===== config.mk =====
export PLATFORM = sky130hd
export DESIGN_NAME = rgb2ycbcr_pipe_flat
export DESIGN_NICKNAME = d
export VERILOG_FILES = /design/src/rtl/rgb2ycbcr_pkg.sv /design/src/rtl/rgb2ycbcr_if.sv /design/src/rtl/rgb2ycbcr_pipe_luma_enh.sv /design/src/rtl/rgb2ycbcr_pipe.sv /design/src/flat_wrapper.sv
export SDC_FILE = /design/constraint.sdc
export NUM_CORES = 1
export LEC_CHECK = 0
export BUFFER_PORTS_ARGS = -buffer_cell sky130_fd_sc_hd__buf_2
export CAP_MARGIN = 5
export CORE_MARGIN = 1
export CORE_UTILIZATION = 55
export DETAILED_ROUTE_END_ITERATION = 6
export PLACE_DENSITY_LB_ADDON = 0.08
export SYNTH_ARGS = -nofsm -noshare
export SYNTH_HDL_FRONTEND = slang
export SYNTH_SLANG_ARGS = --single-unit

===== constraint.sdc =====
create_clock -name clk -period 7 [get_ports clk]
set_input_delay 1.4 -clock clk [delete_from_list [all_inputs] [get_ports clk]]
set_output_delay 1.4 -clock clk [all_outputs]
set_load 0.02 [all_outputs]

===== src/rtl/rgb2ycbcr_pkg.sv =====
// Shared mode encodings, Q8 matrix coefficients and offsets for the RGB->YCbCr pipe.
package rgb2ycbcr_pkg;

  typedef enum logic [1:0] {
    MODE_601F = 2'd0,
    MODE_709F = 2'd1,
    MODE_601S = 2'd2,
    MODE_RSVD = 2'd3
  } mode_e;

  localparam int PIPE_LAT = 4;

  // Row order: Y(r,g,b), Cb(r,g,b), Cr(r,g,b)
  localparam int COEF_601F [0:8] = '{ 77, 150,  29, -43, -85, 128, 128, -107, -21};
  localparam int COEF_709F [0:8] = '{ 54, 183,  18, -29, -99, 128, 128, -116, -12};
  localparam int COEF_601S [0:8] = '{ 66, 129,  25, -38, -74, 112, 112,  -94, -18};

  localparam int Y_OFS8_FULL   = 0;
  localparam int Y_OFS8_STUDIO = 16;
  localparam int C_OFS8        = 128;

  function automatic mode_e mode_sanitize(input logic [1:0] m);
    return (m == 2'd3) ? MODE_601F : mode_e'(m);
  endfunction

  function automatic int coef_q8(input mode_e m, input int idx);
    case (m)
      MODE_709F: return COEF_709F[idx];
      MODE_601S: return COEF_601S[idx];
      default:   return COEF_601F[idx];
    endcase
  endfunction

endpackage


===== src/rtl/rgb2ycbcr_if.sv =====
// Pixel stream bundle: RGB + syncs toward the converter, YCbCr + delayed syncs back.
interface rgb2ycbcr_if #(parameter int DW = 8);
  logic [DW-1:0] r_in, g_in, b_in;
  logic          vs_in, hs_in, de_in;
  logic [DW-1:0] y_out, u_out, v_out;
  logic          vs_out, hs_out, de_out;

  modport master (
    output r_in, g_in, b_in, vs_in, hs_in, de_in,
    input  y_out, u_out, v_out, vs_out, hs_out, de_out
  );

  modport slave (
    input  r_in, g_in, b_in, vs_in, hs_in, de_in,
    output y_out, u_out, v_out, vs_out, hs_out, de_out
  );
endinterface


===== src/rtl/rgb2ycbcr_pipe_luma_enh.sv =====
// Final stage: luma dark-up/light-down enhancement, clamp, blanking insertion and output register.
module ycbcr_luma_enh
  import rgb2ycbcr_pkg::*;
#(
  parameter int DW = 8
) (
  input  logic          clk,
  input  logic          rst,
  input  logic [DW-1:0] y_in,
  input  logic [DW-1:0] u_in,
  input  logic [DW-1:0] v_in,
  input  logic          vs_in,
  input  logic          hs_in,
  input  logic          de_in,
  input  logic          fill_in,
  input  logic          studio,
  input  logic          darkup_sw,
  input  logic [DW-1:0] darkup_num,
  input  logic          lightdown_sw,
  input  logic [DW-1:0] lightdown_num,
  output logic [DW-1:0] y_out,
  output logic [DW-1:0] u_out,
  output logic [DW-1:0] v_out,
  output logic          vs_out,
  output logic          hs_out,
  output logic          de_out
);

  localparam int EW = DW + 2;
  localparam logic [DW-1:0] C_MID   = DW'(C_OFS8 << (DW - 8));
  localparam logic [DW-1:0] Y_BLK_S = DW'(Y_OFS8_STUDIO << (DW - 8));

  logic signed [EW-1:0] ys, dn, ln, add, sub, yr;
  logic [DW-1:0]        y_sat;

  always_comb begin
    ys  = $signed(EW'(y_in));
    dn  = $signed(EW'(darkup_num));
    ln  = $signed(EW'(lightdown_num));
    add = '0;
    sub = '0;
    if (darkup_sw && (y_in < darkup_num))
      add = (dn - ys) >>> 3;
    if (lightdown_sw && (y_in > lightdown_num))
      sub = (ys - ln) >>> 3;
    // both corrections may apply together; the headroom bits keep the sum from wrapping
    yr = ys + add - sub;
    if (yr < 0)
      y_sat = '0;
    else if (yr > $signed(EW'({DW{1'b1}})))
      y_sat = '1;
    else
      y_sat = yr[DW-1:0];
  end

  always_ff @(posedge clk) begin
    if (rst) begin
      y_out  <= '0;
      u_out  <= '0;
      v_out  <= '0;
      vs_out <= 1'b0;
      hs_out <= 1'b0;
      de_out <= 1'b0;
    end else begin
      vs_out <= vs_in;
      hs_out <= hs_in;
      de_out <= de_in;
      // slots not yet refilled since reset stay all-zero instead of showing blanking levels
      if (!fill_in) begin
        y_out <= '0;
        u_out <= '0;
        v_out <= '0;
      end else if (!de_in) begin
        y_out <= studio ? Y_BLK_S : '0;
        u_out <= C_MID;
        v_out <= C_MID;
      end else begin
        y_out <= y_sat;
        u_out <= u_in;
        v_out <= v_in;
      end
    end
  end

endmodule


===== src/rtl/rgb2ycbcr_pipe.sv =====
// Four-stage RGB->YCbCr converter with frame-synchronous matrix select and luma enhancement.
// Optional per-frame luma statistics outputs: define RGB2YCBCR_LUMA_STATS_EN.
module rgb2ycbcr_pipe
  import rgb2ycbcr_pkg::*;
#(
  parameter int DW = 8,
  parameter int CF = 8
) (
  input  logic          clk,
  input  logic          rst,
  rgb2ycbcr_if.slave    pix,
  input  logic [1:0]    mode,
  input  logic          darkup_sw,
  input  logic [DW-1:0] darkup_num,
  input  logic          lightdown_sw,
  input  logic [DW-1:0] lightdown_num,
  output logic [1:0]    mode_active
`ifdef RGB2YCBCR_LUMA_STATS_EN
  ,
  output logic [DW-1:0] stat_ymin,
  output logic [DW-1:0] stat_ymax,
  output logic [23:0]   stat_cnt,
  output logic          stat_valid
`endif
);

  localparam int CW = CF + 2;
  localparam int SW = DW + CF + 3;
  localparam int TW = SW + 2;

  logic  vs_prev;
  mode_e mode_cur, mode_nxt;

  // a mode written in the same cycle as the vs rise is used by that very pixel
  assign mode_nxt    = (pix.vs_in && !vs_prev) ? mode_sanitize(mode) : mode_cur;
  assign mode_active = mode_cur;

  always_ff @(posedge clk) begin
    if (rst) begin
      vs_prev  <= 1'b0;
      mode_cur <= MODE_601F;
    end else begin
      vs_prev  <= pix.vs_in;
      mode_cur <= mode_nxt;
    end
  end

  logic signed [CW-1:0] coef [9];
  logic [DW-1:0]        px   [3];

  always_comb begin
    px[0] = pix.r_in;
    px[1] = pix.g_in;
    px[2] = pix.b_in;
    for (int i = 0; i < 9; i++)
      coef[i] = CW'(coef_q8(mode_nxt, i) * (1 << (CF - 8)));
  end

  logic signed [SW-1:0] prod_s1 [9];
  logic signed [SW-1:0] sum_s2  [3];
  logic [DW-1:0]        y_s3, u_s3, v_s3;
  logic [2:0]           vs_p, hs_p, de_p, fill_p;
  mode_e                mode_s1, mode_s2, mode_s3;

  function automatic logic [DW-1:0] round_clamp(input logic signed [SW-1:0] s, input int ofs8);
    logic signed [TW-1:0] acc;
    acc = TW'(s) + (TW'(ofs8) <<< (CF + DW - 8)) + (TW'(1) <<< (CF - 1));
    acc = acc >>> CF;
    if (acc < 0)
      return '0;
    else if (acc > TW'((1 << DW) - 1))
      return '1;
    else
      return acc[DW-1:0];
  endfunction

  always_ff @(posedge clk) begin
    if (rst) begin
      for (int i = 0; i < 9; i++) prod_s1[i] <= '0;
      for (int k = 0; k < 3; k++) sum_s2[k] <= '0;
      y_s3    <= '0;
      u_s3    <= '0;
      v_s3    <= '0;
      vs_p    <= '0;
      hs_p    <= '0;
      de_p    <= '0;
      fill_p  <= '0;
      mode_s1 <= MODE_601F;
      mode_s2 <= MODE_601F;
      mode_s3 <= MODE_601F;
    end else begin
      for (int k = 0; k < 3; k++)
        for (int j = 0; j < 3; j++)
          prod_s1[3*k+j] <= SW'($signed({1'b0, px[j]})) * SW'(coef[3*k+j]);
      for (int k = 0; k < 3; k++)
        sum_s2[k] <= prod_s1[3*k] + prod_s1[3*k+1] + prod_s1[3*k+2];
      y_s3 <= round_clamp(sum_s2[0], (mode_s2 == MODE_601S) ? Y_OFS8_STUDIO : Y_OFS8_FULL);
      u_s3 <= round_clamp(sum_s2[1], C_OFS8);
      v_s3 <= round_clamp(sum_s2[2], C_OFS8);
      vs_p    <= {vs_p[1:0], pix.vs_in};
      hs_p    <= {hs_p[1:0], pix.hs_in};
      de_p    <= {de_p[1:0], pix.de_in};
      fill_p  <= {fill_p[1:0], 1'b1};
      mode_s1 <= mode_nxt;
      mode_s2 <= mode_s1;
      mode_s3 <= mode_s2;
    end
  end

  logic [DW-1:0] y_o, u_o, v_o;
  logic          vs_o, hs_o, de_o;

  ycbcr_luma_enh #(.DW(DW)) u_enh (
    .clk           (clk),
    .rst           (rst),
    .y_in          (y_s3),
    .u_in          (u_s3),
    .v_in          (v_s3),
    .vs_in         (vs_p[2]),
    .hs_in         (hs_p[2]),
    .de_in         (de_p[2]),
    .fill_in       (fill_p[2]),
    .studio        (mode_s3 == MODE_601S),
    .darkup_sw     (darkup_sw),
    .darkup_num    (darkup_num),
    .lightdown_sw  (lightdown_sw),
    .lightdown_num (lightdown_num),
    .y_out         (y_o),
    .u_out         (u_o),
    .v_out         (v_o),
    .vs_out        (vs_o),
    .hs_out        (hs_o),
    .de_out        (de_o)
  );

  assign pix.y_out  = y_o;
  assign pix.u_out  = u_o;
  assign pix.v_out  = v_o;
  assign pix.vs_out = vs_o;
  assign pix.hs_out = hs_o;
  assign pix.de_out = de_o;

`ifdef RGB2YCBCR_LUMA_STATS_EN
  logic [DW-1:0] acc_min, acc_max;
  logic [23:0]   acc_cnt;
  logic          vs_o_d;

  // report and restart on the output-side frame edge, so stats match what left the block
  always_ff @(posedge clk) begin
    if (rst) begin
      acc_min    <= '1;
      acc_max    <= '0;
      acc_cnt    <= '0;
      vs_o_d     <= 1'b0;
      stat_ymin  <= '0;
      stat_ymax  <= '0;
      stat_cnt   <= '0;
      stat_valid <= 1'b0;
    end else begin
      vs_o_d     <= vs_o;
      stat_valid <= 1'b0;
      if (vs_o && !vs_o_d) begin
        stat_ymin  <= acc_min;
        stat_ymax  <= acc_max;
        stat_cnt   <= acc_cnt;
        stat_valid <= 1'b1;
        acc_min    <= '1;
        acc_max    <= '0;
        acc_cnt    <= '0;
      end else if (de_o) begin
        if (y_o < acc_min) acc_min <= y_o;
        if (y_o > acc_max) acc_max <= y_o;
        if (acc_cnt != '1) acc_cnt <= acc_cnt + 24'd1;
      end
    end
  end
`endif

endmodule


===== src/flat_wrapper.sv =====
// flat-port wrapper written by rule: the top's interface ports become plain ports
module rgb2ycbcr_pipe_flat import rgb2ycbcr_pkg::*;
#(
  parameter int DW = 8,
  parameter int CF = 8
)
  (clk, rst, mode, darkup_sw, darkup_num, lightdown_sw, lightdown_num, mode_active, pix_r_in, pix_g_in, pix_b_in, pix_vs_in, pix_hs_in, pix_de_in, pix_y_out, pix_u_out, pix_v_out, pix_vs_out, pix_hs_out, pix_de_out);
  rgb2ycbcr_if #(.DW(DW)) pix_i ();
  input  logic clk;
  input  logic rst;
  input  logic [1:0] mode;
  input  logic darkup_sw;
  input  logic [DW-1:0] darkup_num;
  input  logic lightdown_sw;
  input  logic [DW-1:0] lightdown_num;
  output logic [1:0] mode_active;
  input wire logic [$bits(pix_i.r_in)-1:0] pix_r_in;
  input wire logic [$bits(pix_i.g_in)-1:0] pix_g_in;
  input wire logic [$bits(pix_i.b_in)-1:0] pix_b_in;
  input wire logic [$bits(pix_i.vs_in)-1:0] pix_vs_in;
  input wire logic [$bits(pix_i.hs_in)-1:0] pix_hs_in;
  input wire logic [$bits(pix_i.de_in)-1:0] pix_de_in;
  output wire logic [$bits(pix_i.y_out)-1:0] pix_y_out;
  output wire logic [$bits(pix_i.u_out)-1:0] pix_u_out;
  output wire logic [$bits(pix_i.v_out)-1:0] pix_v_out;
  output wire logic [$bits(pix_i.vs_out)-1:0] pix_vs_out;
  output wire logic [$bits(pix_i.hs_out)-1:0] pix_hs_out;
  output wire logic [$bits(pix_i.de_out)-1:0] pix_de_out;
  assign pix_i.r_in = pix_r_in;
  assign pix_i.g_in = pix_g_in;
  assign pix_i.b_in = pix_b_in;
  assign pix_i.vs_in = pix_vs_in;
  assign pix_i.hs_in = pix_hs_in;
  assign pix_i.de_in = pix_de_in;
  assign pix_y_out = pix_i.y_out;
  assign pix_u_out = pix_i.u_out;
  assign pix_v_out = pix_i.v_out;
  assign pix_vs_out = pix_i.vs_out;
  assign pix_hs_out = pix_i.hs_out;
  assign pix_de_out = pix_i.de_out;
  rgb2ycbcr_pipe #(.DW(DW), .CF(CF)) u_core (.clk(clk), .rst(rst), .pix(pix_i), .mode(mode), .darkup_sw(darkup_sw), .darkup_num(darkup_num), .lightdown_sw(lightdown_sw), .lightdown_num(lightdown_num), .mode_active(mode_active));
endmodule

* After elaboration in Yosys (flattened, before gate mapping) *
Memory sizes are Yosys's and may differ from the RTL's.
Cells that the tools add are included.
W data, S select, Z words.

storage, ports and cells
  register bits = 70
  bits in latches = 0
  RAM bits = 228
  bits in read-only memories = 0
  input port bits = 49
  word-level logic and storage cells = 123
  memories kept = 2

memories
  memory          depth  width  read ports  clocked after memory_dff  write ports  RTL line              RTL
  u_core.prod_s1  9      19     9           0                         9            rgb2ycbcr_pipe.sv:59  logic signed [SW-1:0] prod_s1 [9];
  u_core.sum_s2   3      19     3           0                         3            rgb2ycbcr_pipe.sv:60  logic signed [SW-1:0] sum_s2 [3];

operators by class
  add/sub/neg operators = 16
  multiply operators = 9
  div/mod/pow operators = 0
  order comparisons = 10
  eq/ne operators = 5
  shift-type cells = 0
  multiplexer cells = 38
  bitwise gates (word level) = 14
  reduce and logical (&&, ||, !) cells = 9

operators by type and width
  kind                      number
  $mux W19                  12
  $add A19 B19 Y19          6
  $mux W8                   9
  $mul A8 B8 Y16            3
  $pmux W6 S2               4
  $add A20 B9 Y21 const B   2
  $add A19 B17 Y20 const B  2
  $gt A13 B9 Y1 const B     3
  $lt A13 B1 Y1 const B     3
  $mul A9 B8 Y17            2
  $add A21 B9 Y21 const B   1
  $add A19 B14 Y20          1
  $mux W10                  2
  $sub A8 B8 Y9             2
  $mul A9 B7 Y16            1
  $mul A8 B7 Y15            1
  $mul A9 B6 Y15            1
  $pmux W7 S2               1
  $mul A8 B5 Y13            1
  $or A1 B1 Y1              12
  $add A9 B10 Y10           1
  $gt A10 B9 Y1 const B     1
  $lt A10 B1 Y1 const B     1
  $mux W5                   2
  other kinds (14)          27

* Logic depth before layout (Yosys ltp) *
  depth in word-level cells = 9
  gate-level depth with buffers = 24

* Modules after synthesis *
From an unflattened synthesis, not the netlist that was laid out.

unflattened totals
  cells, all modules = 2589
  area, all modules = 24260.8 sq um

by module, submodules not included
  module          times used  cells each  area each (sq um)
  rgb2ycbcr_pipe  1           2347        22176.3
  ycbcr_luma_enh  1           242         2084.5

* Least setup slack after synthesis *
Ideal clock, no wire load.

  kind = input to register
  start = input pix_vs_in
  end = memory u_core.prod_s1[0][34] (netlist name)
  setup time = 0.123 ns
  arrival = 6.315 ns
  setup slack = 0.561 ns
  stages on the path = 21
  buffers on the path = 2
  path through = nand2b_1 nor3b_1 a21oi_1 inv_1 ha_1 clkbuf_1 clkbuf_1 nor2_1 ha_1 inv_1 fa_1 fa_1 inv_1 fa_1 ha_1 or2_2 a21oi_2 a211o_1 nand2_1 o31ai_1 mux2_1

RTL lines
  what         RTL line              RTL
  from (decl)  flat_wrapper.sv:20    input wire logic [$bits(pix_i.vs_in)-1:0] pix_vs_in;
  to (decl)    rgb2ycbcr_pipe.sv:59

==> out/summary.txt <==
P per Cell Area - 352 nW/um^2
CTS resizes - 0
total number of vias - 16,700
YS warnings - 0
FMAX - 155 MHz
Die Wd - 208 um
Placed Area - 24,400 sq um
gpl congestion - 0.933
# H-tree levels - 1
Synth Register Bits - 236
filler cell count - 3,566
Worst EP required - 7510 ps
CTS Sinks - 236
root buffer cell - clkbuf_16
Post-synth EDFFs - 0
WP buf/inv - 4
CP most frequent cell - fa_1
minimum clock period - 6450 ps
Seq. cell area - 4720 sq um
DR iter-0 viols - 790
routed length per instance - 17.1 um
Routed Antenna Nets - 0
async set-reset flop share out of synthesis - 0
deepest clock path buffer count - 3
Cell Chain, Critical Path - buf_2, nand2b_1, nor3b_1, a21oi_1, ha_1, nor2b_1, fa_1, inv_1, fa_1, inv_1, fa_1, fa_1, ha_1, o21ai_0, inv_1, a21oi_1, o31ai_1, or4b_1, nand3_1
Hold Fails Final Rpt - 0
Yosys cell types - 84
total track usage - 0.252
nets@finish - 3,240
clk slew on worst S/H paths - 60 ps
CP Capture Type - register
VDD IR-drop max - 0.291 mV
worst r2r src - u_core.vs_p[0]
Post-Syn Instances - 2,440
gr ovfl total - 0
Pleak - 0.0130 uW
io pins - 78
Synth Area in Compound Gates - 0.106
drc violations - 0
post-route cell area - 25,400 sq um
main combinational cell family by area after synthesis - adder cells
setup TNS - 0 ps
relative slew slack - 0.469
initial antenna violation count - 2
area of the multi-input gates - 17,000 sq um
CTS tree - done
crit-path max FO - 16
total CTS buffers - 28
worst skew pair latency - 570 ps
Cell Area, Synth - 23,300 sq um
CP Launch Point - pix_vs_in
Setup Skew - 23.7 ps
crit start category - input pin
drt via density - 5.40
Worst path max stage delay - 740 ps
delay-heaviest family, CP - adder cells
hold wc startpoint - u_core.v_s3[6]
die area - 43,100 sq um
routed wire length - 52,700 um
DP HPWL - 44,200 um
vias in the first global route - 17,200
Die Ht - 208 um
share of cells above drive strength 1 - 0.0771
Max-Cap Viols - 0
post-synthesis mux area share - 0.00629
simple-gate share of the synthesized area - 0.140
Critical-path top delay cell - ha_1
number of port buffers - 77
measured slew at the worst slew-check pin - 786 ps
RSZ-0062 raised after global routing - no
Tcrit/Tclk final - 0.921
pin count of the biggest net entering global routing - 74
num rows - 74
status - complete, no violations
critical path type - input pin to register
sequential share of the synthesized area - 0.203
Synth Flop Type - dfxtp_1
Core ar. - 41,300 sq um
Layout area overhead - 9.12%
max-slew violation count - 0
CTS Hold Bufs - 0
Starting Density - 0.563
CP arrival - 6950 ps
Finish-stage setup viols - 0
adder and majority gate portion of the synthesized area - 0.432
Mean Syn Cell Area - 9.53 sq um
XOR/XNOR Fraction of Synth Area - 0.0425
Hold Path Class - register to register
first-pass detailed-route iteration total - 5
post-CTS setup buffers - 0
first-pass GRT wire length - 86,800 um
worst register-to-register path: stages, from the launching register on:
cell and delay, ps:
dfxtp_1 320, nand2b_1 160, nor3b_1 70, a21oi_1 440, ha_1 740, nor2b_1 210
fa_1 580, inv_1 50, fa_1 520, inv_1 70, fa_1 500, fa_1 490
ha_1 350, o21ai_0 230, inv_1 80, a21oi_1 280, o31ai_1 150, or4b_1 480
nand3_1 100
kinds of logic (layout without fill, tap and decap cells):
| logic type | Yosys count | after routing |
|---|---|---|
| AOI/OAI and AO/OA | 362 | 362 |
| xor gates and xnor gates | 112 | 112 |
| adders and majority gates | 657 | 657 |
| buffers and inverters | 429 | 531 |
| DFF | 236 | 236 |
| muxes | 13 | 13 |
| other | 2 | 17 |
| and+or+nand+nor | 629 | 629 |
power by group:
group	total (uW)	internal (uW)	switching (uW)	leakage, uW
Combinational	5370	2330	3040	0.0106
Sequential	2000	1720	278	0.00195
Clock	1570	930	638	0.000489
metrics by stage:
| step | hold slack, ps | cells | setup WS, ps | total power (uW) | utilization |
|---|---|---|---|---|---|
| floorplan | 406 | 2454 | 561 | 6070 | - |
| global placement | 413 | 3036 | 155 | 7280 | 0.590 |
| detailed placement | 416 | 3036 | 56.5 | 7350 | 0.590 |
| CTS | 433 | 3088 | 638 | 9000 | 0.615 |
| global route | 446 | 3089 | 239 | 9830 | 0.615 |
| finish | 427 | 3089 | 553 | 8940 | 0.615 |
metal layers:
layer  track usage  wire length [um]  vias up
met1         0.336             24100     8046
met2         0.434             25300      292
met4        0.0720              1320        0
li1              -                 -     8259
met5             0                 0        -
met3        0.0238              1920       78
flip-flops by register name (all words and copies together) (netlist names), 2 cells and up:
name                flops
u_core.prod_s1        133
u_core.y_s3             8
u_core.v_s3             8
u_core.u_enh.u_out      8
u_core.u_enh.y_out      8
u_core.fill_p           3
u_core.u_s3             8
u_core.mode_s1          2
u_core.u_enh.v_out      8
u_core.mode_s3          2
u_core.sum_s2          34
u_core.mode_s2          2
u_core.vs_p             3
u_core.hs_p             3
u_core.de_p             3
cells in the final DEF, fill, tap and decap left out, types with 5 or more instances in the layout:
master	instances
nand2b_1	45
nor2b_1	87
a31oi_1	11
ha_1	413
o21a_1	19
nand4_1	11
conb_1	16
nor3b_1	8
a21o_1	32
a211oi_1	16
xnor2_1	56
clkbuf_16	28
and4_1	5
or2_2	8
nor2_1	167
a21oi_1	118
o41ai_1	8
nand3_1	45
and3_1	20
o211ai_1	23
buf_2	76
mux2_2	8
buf_4	24
dfxtp_1	236
o21bai_1	14
o31ai_1	7
inv_1	377
nor4_1	5
a2111oi_0	9
or3_1	14
o21ai_0	53
nor3_1	43
nand2_1	85
fa_1	244
and2_1	71
xor2_1	55
final timing paths:
kind / slack, ps / end / depth (start not counted)
setup / recovery: 550 / u_core.prod_s1[0][71] / 19
setup reg to reg: 1140 / u_core.prod_s1[0][71] / 18
hold reg to reg: 430 / u_core.u_enh.v_out[6] / 1
hold / removal: 430 / u_core.u_enh.v_out[6] / 1
layout make-up:
cell class | instances | area share
diodes | 1 | 0.0000986
clock buffers | 31 | 0.0292
clock inverters | 21 | 0.0105
inverters | 377 | 0.0558
multi-input cells | 1789 | 0.669
flip-flops and latches | 236 | 0.186
well taps | 532 | 0.0262
repair buffers | 102 | 0.0233
cells in the mapped netlist (46+ instances only):
master	instances	area, sq um
nor2b_1	87	544
o21ai_0	53	265
fa_1	244	4880
dfxtp_1	236	4720
ha_1	413	5170
xnor2_1	56	490
inv_1	377	1420
xor2_1	55	482
nand2_1	85	319
and2_1	71	444
nor2_1	167	627
clkbuf_1	46	173
a21oi_1	118	591
No activity file was read; power rests on OpenSTA's default activity.
